[src/rtl/secuencia_defs.vh]
// rtl/secuencia_defs.vh - shared mode, overlap and reset-pattern constants for secuencia_param
`ifndef SECUENCIA_DEFS_VH
`define SECUENCIA_DEFS_VH

// Output mode select values for the moore input
localparam logic MODO_MEALY = 1'b0;
localparam logic MODO_MOORE = 1'b1;

// Overlap select values for the solapado input
localparam logic SOLAPA_NO = 1'b0;
localparam logic SOLAPA_SI = 1'b1;

// Pattern loaded at reset (all ones); sliced to N bits by the user
localparam logic [15:0] PATRON_RESET = 16'hFFFF;

`endif

[src/rtl/secuencia_param_pkg.sv]
// rtl/secuencia_param_pkg.sv - shared types, constants and helpers for the sequence detector
//
// Re-exports the constants of secuencia_defs.vh so that RTL and bench
// share one definition, and adds the output-mode enum and legal N range.
package secuencia_param_pkg;

  `include "secuencia_defs.vh"

  // Legal pattern lengths
  localparam int N_MIN = 2;
  localparam int N_MAX = 16;

  // Output mode as seen by the output mux
  typedef enum logic {
    SALIDA_MEALY = 1'b0,
    SALIDA_MOORE = 1'b1
  } modo_e;

  // Width of the fill counter: must hold 0..n-1, never narrower than 1 bit
  function automatic int anchura_fill(input int n);
    return (n <= 2) ? 1 : $clog2(n);
  endfunction

endpackage

[src/rtl/secuencia_param_contador_sat.sv]
// rtl/secuencia_param_contador_sat.sv - saturating up-counter with clear-over-increment priority
//
// Ports:
//   clk    in   system clock, rising edge
//   reset  in   asynchronous active-low reset, clears q
//   clr    in   synchronous clear, wins over inc
//   inc    in   increment request, ignored once q is all ones
//   q      out  CW-bit count
module contador_sat #(
  parameter int CW = 8
) (
  input  logic          clk,
  input  logic          reset,
  input  logic          clr,
  input  logic          inc,
  output logic [CW-1:0] q
);

  logic [CW-1:0] r_q;
  logic          w_lleno;

  assign w_lleno = &r_q;

  always_ff @(posedge clk or negedge reset) begin
    if (!reset) begin
      r_q <= '0;
    end else if (clr) begin
      r_q <= '0;
    end else if (inc && !w_lleno) begin
      r_q <= r_q + CW'(1);
    end
  end

  assign q = r_q;

endmodule

[src/rtl/secuencia_param.sv]
// rtl/secuencia_param.sv - run-time loadable N-bit serial sequence detector with hit counter
//
// Ports:
//   clk         in   system clock, rising edge
//   reset       in   asynchronous active-low reset
//   en          in   sample strobe; w is consumed only when en=1
//   w           in   serial data bit
//   patron      in   N-bit pattern, patron[N-1] oldest bit, patron[0] newest
//   cargar      in   load strobe; copies patron, restarts matching
//   solapado    in   1 = overlapping detection, 0 = non-overlapping
//   moore       in   1 = registered output, 0 = combinational Mealy output
//   clr_cuenta  in   synchronous clear of the hit counter
//   z           out  detection flag
//   cuenta      out  saturating hit count
module secuencia_param
  import secuencia_param_pkg::*;
#(
  parameter int N  = 4,
  parameter int CW = 8
) (
  input  logic          clk,
  input  logic          reset,
  input  logic          en,
  input  logic          w,
  input  logic [N-1:0]  patron,
  input  logic          cargar,
  input  logic          solapado,
  input  logic          moore,
  input  logic          clr_cuenta,
  output logic          z,
  output logic [CW-1:0] cuenta
);

  localparam int            FW       = anchura_fill(N);
  localparam logic [FW-1:0] FILL_MAX = FW'(N - 1);

  logic [N-1:0]  r_pat;
  logic [N-2:0]  r_hist;
  logic [FW-1:0] r_fill;
  logic          r_z;

  logic [N-1:0]  w_ventana;
  logic          w_lleno;
  logic          w_hit;
  modo_e         w_modo;

  // Current window: previous N-1 accepted samples plus this cycle's bit.
  // Building it by concatenation also gives the next history for any N >= 2.
  assign w_ventana = {r_hist, w};
  assign w_lleno   = (r_fill == FILL_MAX);

  // A sample arriving with cargar is discarded, so it can never hit.
  assign w_hit = en & ~cargar & w_lleno & (w_ventana == r_pat);

  always_ff @(posedge clk or negedge reset) begin
    if (!reset) begin
      r_pat  <= PATRON_RESET[N-1:0];
      r_hist <= '0;
      r_fill <= '0;
      r_z    <= 1'b0;
    end else begin
      r_z <= w_hit;
      if (cargar) begin
        // History is kept; fill restarts so stale bits can never match
        r_pat  <= patron;
        r_fill <= '0;
      end else if (en) begin
        r_hist <= w_ventana[N-2:0];
        if (w_hit && (solapado == SOLAPA_NO)) begin
          // Non-overlap: the bits of this hit may not seed the next one
          r_fill <= '0;
        end else if (!w_lleno) begin
          r_fill <= r_fill + FW'(1);
        end
      end
    end
  end

  // moore may toggle at any time; z simply follows the mux
  assign w_modo = modo_e'(moore);
  assign z      = (w_modo == SALIDA_MOORE) ? r_z : w_hit;

  contador_sat #(
    .CW (CW)
  ) u_cuenta (
    .clk   (clk),
    .reset (reset),
    .clr   (clr_cuenta),
    .inc   (w_hit),
    .q     (cuenta)
  );

endmodule

[config.mk]
export PLATFORM = sky130hd
export DESIGN_NAME = secuencia_param
export DESIGN_NICKNAME = d
export VERILOG_FILES = /design/src/rtl/secuencia_param_pkg.sv /design/src/rtl/secuencia_param_contador_sat.sv /design/src/rtl/secuencia_param.sv
export VERILOG_INCLUDE_DIRS = /design/src /design/src/rtl
export SDC_FILE = /design/constraint.sdc
export NUM_CORES = 1
export LEC_CHECK = 0
export ABC_AREA = 1
export ABC_CLOCK_PERIOD_IN_PS = 1540
export CAP_MARGIN = 25
export CORE_UTILIZATION = 44
export CTS_CLUSTER_SIZE = 14
export DETAILED_ROUTE_END_ITERATION = 7
export PLACE_DENSITY = 0.81
export SLEW_MARGIN = 20
export SYNTH_ARGS = -nofsm -noshare
export SYNTH_HDL_FRONTEND = slang
export SYNTH_SLANG_ARGS = --single-unit
[constraint.sdc]
create_clock -name clk -period 1.54 [get_ports clk]
set_clock_uncertainty 0.15 [all_clocks]
set_input_delay 0.231 -clock clk [delete_from_list [all_inputs] [get_ports clk]]
set_output_delay 0.231 -clock clk [all_outputs]
set_load 0.02 [all_outputs]
==> results of run 1 <==
[metrics by stage]
stage          power [mW]  setup TNS [ps]  instance area (um^2)  hold slack, ps  utilization [%]
3_5_place_dp        0.699           -4940                  1340             317             65.7
5_1_grt              1.00           -2770                  1420             130             69.4
2_1_floorplan       0.610            -202                  1020            -215                -
3_3_place_gp        0.692           -4440                  1340             307             65.7
6_report            0.950           -1740                  1420             120             69.4
4_1_cts             0.948           -1710                  1370             109             67.2
[routing by layer]
layer | GRT usage [%] | vias to the layer above
met5 | 0 | -
met4 | 10.0 | 0
met2 | 36.3 | 22
met3 | 4.01 | 4
li1 | - | 462
met1 | 22.0 | 433
[layout by cell type (no fill, tap or decap), drive strengths merged, types with 5 or more instances in the layout]
cell | Yosys | final
nand2 | 45 | 45
dlygate4sd2 | 0 | 6
buf | 1 | 18
dfrtp | 14 | 14
nand3 | 8 | 8
o21ai | 7 | 7
nor2 | 10 | 10
inv | 17 | 17
clkdlybuf4s50 | 0 | 11
nand4 | 5 | 5
[Yosys cell counts (all sizes together)]
library cell  count  area share, %
a21oi             1           0.50
xnor2             1           0.88
buf               1            1.1
nand2            45             17
ha                2            2.5
xor2              4            3.5
nor2             10            7.0
o21ai             7            3.5
inv              17            6.9
nand4             5            3.1
dfstp             4             11
dfrtp            14             35
a21o              1           0.88
nand3             8            5.0
nand3b            3            2.3
[final cells by class]
cell class / count / area share [%]
clock buffers: 4 / 1.85
multi-input cells: 87 / 36.8
repair buffers: 35 / 21.7
well taps: 27 / 2.38
inverters: 17 / 4.85
flip-flops and latches: 18 / 32.4
[state kept, by name, indices dropped and copies added (netlist names)]
register	count
r_hist	3
u_cuenta.q	8
r_fill	2
r_z	1
r_pat	4
[timing repair]
action	4_1_cts	5_1_grt
resized for setup	20	15
pin swaps	2	12
setup endpoints to repair	17	14
hold endpoints to repair	0	0
buffers inserted	0	2
[where the power goes]
group | leakage, nW | switching, mW | internal [mW] | total [mW]
clock | 0.0150 | 0.140 | 0.100 | 0.240
combinational | 0.497 | 0.0881 | 0.0924 | 0.181
sequential | 0.225 | 0.0210 | 0.508 | 0.529
[worst max path at each step]
stage,start,endpoint,slack [ps],cells after the start
detailed placement,w,z,-700,8
CTS,r_pat[0]$_DFFE_PN1P_,z,-330,7
global route,r_pat[0]$_DFFE_PN1P_,z,-400,7
global placement,w,z,-680,8
finish,r_pat[1]$_DFFE_PN1P_,z,-310,7
floorplan,u_cuenta.q[1]$_DFFE_PN0P_,u_cuenta.q[5]$_DFFE_PN0P_,-30,9
[cells by family (layout without fill, tap and decap cells)]
| group | after synthesis | after routing | synth area share, % |
|---|---|---|---|
| adders and majority gates | 2 | 2 | 2.51 |
| xor gates and xnor gates | 5 | 5 | 4.39 |
| buffers and inverters | 18 | 56 | 8.02 |
| DFF | 18 | 18 | 45.6 |
| AOI/OAI and AO/OA | 9 | 9 | 4.89 |
| and+or+nand+nor | 71 | 71 | 34.6 |
==> out/qor.csv, run 1 <==
metric,value,unit
Final WS setup,-313,ps
"Distinct cells, synth",20,
initial antenna violation count,0,
R2R Path End,u_cuenta.q[2]$_DFFE_PN0P_,
Area Growth Syn to Fin,42.0,%
total power per unit cell area,670,mW/mm^2
chip height,49.6,um
met3 WL,86,um
FMAX,540,MHz
hold_buf cts,0,
Worst Hold Class,in -> async,
Post-DP HPWL,1560,um
met2 wire length,1140,um
CORE AREA,0.00204,mm^2
CTS buffer count,3,
Worst Path Buf+Inv,2,
Inst Count DP,182,
period utilisation layout,120,%
Yosys reg bits,18,
worst vdd ir,0.000590,V
Non-Filler Instances,188,
final setup fails,9,
worst reg-to-reg setup slack,-200,ps
GP Congestion,0.821,
drt wl/cell,11.5,um
Syn Nets,137,
CTS tree,built,
largest net degree at the start of global routing,19,
number of diodes,0,
Lkg Pwr,0.736,nW
via count,921,
Fillers,181,
final slew viol count,0,
Multi-input gate area,522,um^2
Clock Path Buffers,2,
Top Layer Used,met4,
DRT iter0 DRCs,8,
H-tree depth,1,
layout cells sized above 1,32.3,%
Critical Path Max Stage Delay,550,ps
grt total ovfl,0,
Die Area,0.00246,mm^2
vias in the first global route,873,
origin of the critical flop-to-flop path,r_pat[1]$_DFFE_PN1P_,
failing checks,setup timing,
port bufs,20,
Hold Fails Final Rpt,0,
Post-Route WL,2150,um
starting density of the core,48.9,%
nets@finish,176,
Crit path max-delay family,flip-flops,
# clock sinks,18,
num rows,16,
worst-skew pair later-pin latency,280,ps
Crit path top cell by count,nand2_1,
YS warnings,0,
Worst Tran Pin Value,383,ps
dpl ws,-701,ps
mean cell area of the mapped netlist,8.12,um^2
worst-path cell chain,inv_2 -> nand2_1 -> nand2_1 -> nor2_2 -> nand3_2 -> o21ai_2 -> buf_6,
status,"complete, but fails checks",
Worst setup SP type,flop,
drt drc,0,
max_cap viols,0,
"Reg clk slew, reported paths",100,ps
post-synthesis sequential area ratio,45.6,%
first-pass GRT wire length,3630,um
CP required,1160,ps
Rel. slew slack,74.4,%
R2R depth,10,
Clock Root Buffer,clkbuf_4,
Die X,49.6,um
I/O pin cnt,21,
Crit Path Max Fanout,2,
CP max stage cell,dfstp_2,
Syn Inst Count,123,
DRT Pass-1 Iters,4,
vias per inst,4.90,
arrival time worst endpoint,1470,ps
Routed Antenna Nets,0,
Period minus WS final,1850,ps
Setup Crit Path Kind,reg -> out,
met1 WL,900,um
mapped cell area,998,um^2
unrepaired setup endpoints after global routing,true,
Reg area,459,um^2
global-route usage over all layers,20.1,%
crit end category,output pin,
No activity file was read; power rests on OpenSTA's default activity.
==> run 2, diff against run 1 <==
Settings changed: CORE_UTILIZATION 44 to 47, CTS_BUF_LIST set to sky130_fd_sc_hd__clkbuf_2, PLACE_DENSITY 0.81 to 0.85, TNS_END_PERCENT set to 30.
==> out/qor.csv, run 2 (same netlist as run 1, synthesis figures left out) <==
metric,value,unit,change
status,"complete, but fails checks",,unchanged
failing checks,setup timing,,unchanged
Clock Path Buffers,2,,unchanged
Multi-input gate area,513,um^2,was 522 um^2
dpl ws,-713,ps,was -701 ps
worst-path cell chain,inv_2 -> nand2_2 -> nand2_2 -> nor2_4 -> nand3_2 -> o21ai_2 -> buf_6,,was inv_2 -> nand2_1 -> nand2_1 -> nor2_2 -> nand3_2 -> o21ai_2 -> buf_6
Non-Filler Instances,190,,was 188
cell area after layout,0.00140,mm^2,was 0.00142 mm^2
final setup fails,11,,was 9
CP max stage cell,dfstp_2,,unchanged
drt drc,0,,unchanged
max_cap viols,0,,unchanged
Critical Path Max Stage Delay,580,ps,was 550 ps
Crit path top cell by count,nand2_2,,was nand2_1
Worst Hold Class,in -> async,,unchanged
first-pass GRT wire length,3260,um,was 3630 um
layout cells sized above 1,34.4,%,was 32.3%
"most common cell after layout, fill and taps aside",nand2_1,,unchanged
H-tree depth,1,,unchanged
total power per unit cell area,654,mW/mm^2,was 670 mW/mm^2
"Reg clk slew, reported paths",160,ps,was 100 ps
DRT Pass-1 Iters,4,,unchanged
grt total ovfl,0,,unchanged
total power,0.915,mW,was 0.950 mW
number of diodes,0,,unchanged
CTS tree,built,,unchanged
Die Area,0.00231,mm^2,was 0.00246 mm^2
period utilisation layout,125,%,was 120%
Period minus WS final,1920,ps,was 1850 ps
Clock Root Buffer,clkbuf_2,,was clkbuf_4
FMAX,521,MHz,was 540 MHz
Fillers,152,,was 181
CTS buffer count,3,,unchanged
global-route usage over all layers,20.7,%,was 20.1%
num rows,16,,unchanged
nets@finish,178,,was 176
I/O pin cnt,21,,unchanged
Die X,48.1,um,was 49.6 um
final setup TNS,-2890,ps,was -1740 ps
starting density of the core,50.4,%,was 48.9%
crit end category,output pin,,unchanged
CP required,1160,ps,about the same
largest net degree at the start of global routing,19,,unchanged
initial antenna violation count,0,,unchanged
Area Growth Syn to Fin,40.1,%,was 42.0%
Routed Antenna Nets,0,,unchanged
Crit Path Max Fanout,2,,unchanged
Hold Fails Final Rpt,0,,unchanged
Post-Route WL,2110,um,was 2150 um
vias per inst,4.84,,was 4.90
worst vdd ir,0.000451,V,was 0.000590 V
"Core Util, Final",70.6,%,was 69.4%
Setup Crit Path Kind,reg -> out,,unchanged
GP Congestion,0.800,,was 0.821
vias in the first global route,828,,was 873
worst-skew pair later-pin latency,300,ps,was 280 ps
Final WS setup,-380,ps,was -313 ps
post-placement cell area,0.00134,mm^2,unchanged
hold_buf cts,0,,unchanged
chip height,48.1,um,was 49.6 um
drt wl/cell,11.1,um,was 11.5 um
final slew viol count,0,,unchanged
via count,920,,was 921
Lkg Pwr,0.717,nW,was 0.736 nW
unrepaired setup endpoints after global routing,true,,unchanged
Worst setup SP type,flop,,unchanged
CORE AREA,0.00198,mm^2,was 0.00204 mm^2
Inst Count DP,182,,unchanged
arrival time worst endpoint,1540,ps,was 1470 ps
Rel. slew slack,72.2,%,was 74.4%
most frequent cells in the layout,"nand2_1, buf_4, inv_1, clkdlybuf4s50_1, dfrtp_1",,"was nand2_1, inv_1, buf_4, clkdlybuf4s50_1, dfrtp_1"
Worst Tran Pin Value,416,ps,was 383 ps
Post-DP HPWL,1530,um,was 1560 um
Largest register FFs,8,,unchanged
# clock sinks,18,,unchanged
DRT iter0 DRCs,14,,was 8
Reg area,460,um^2,was 459 um^2
port bufs,20,,unchanged
hold slack,85.4,ps,was 120 ps
==> run 2: cell types whose count changed in the layout (fill, tap and decap cells not counted), sizes merged <==
cell,previous run,this run
buf,18,19
clkbuf,4,5
clkdlybuf4s15,0,3
clkinv,0,1
dlygate4sd2,6,1
nor2,10,11
==> run 2: cell type report <==
cell class	instances	share of cell area (%)
inverter	17	4.92
clock buffer	3	1.07
sequential	18	32.9
tap	27	2.42
timing repair buffer	36	21.7
clock inverter	1	0.268
multi-input combinational	88	36.7
==> run 2: repair_timing <==
| item | in CTS | in global routing |
|---|---|---|
| cloned | 1 | 0 |
| pin swaps | 3 | 9 |
| setup buffers | 1 | 2 |
| endpoints found under the setup margin | 19 | 16 |
| resized for setup | 23 | 18 |
==> run 2: final timing paths <==
path                                 startpoint                         to  slack, ps  cells after the start
min                                       reset      r_hist[2]$_DFFE_PN0P_         90                      2
min reg2reg                r_pat[3]$_DFFE_PN1P_       r_pat[3]$_DFFE_PN1P_        340                      2
min in group clk                      patron[3]       r_pat[3]$_DFFE_PN1P_        270                      3
max reg2reg                r_pat[0]$_DFFE_PN1P_  u_cuenta.q[1]$_DFFE_PN0P_       -320                     11
max in group asynchronous                 reset       r_pat[1]$_DFFE_PN1P_        890                      2
max                        r_pat[0]$_DFFE_PN1P_                          z       -380                      7
==> run 2: power by group <==
group	internal (mW)	switching, mW	total, mW	leakage, nW
Clock	0.0564	0.143	0.200	0.0140
Sequential	0.508	0.0209	0.529	0.223
Combinational	0.0934	0.0925	0.186	0.479
==> run 2: routing by layer <==
metal	vias to the layer above	track usage [%]	wire [um]
met3	3	4.44	74
met1	426	24.7	901
met2	25	36.2	1110
met5	-	0	0
met4	0	8.33	21
li1	466	-	-
==> run 2: worst max-delay path, delay by kind of cell (launching register included) <==
kind / cells / cell delay (ps)
flops: 1 / 580
compound gates: 1 / 160
simple gates: 4 / 320
buf+inv: 2 / 170
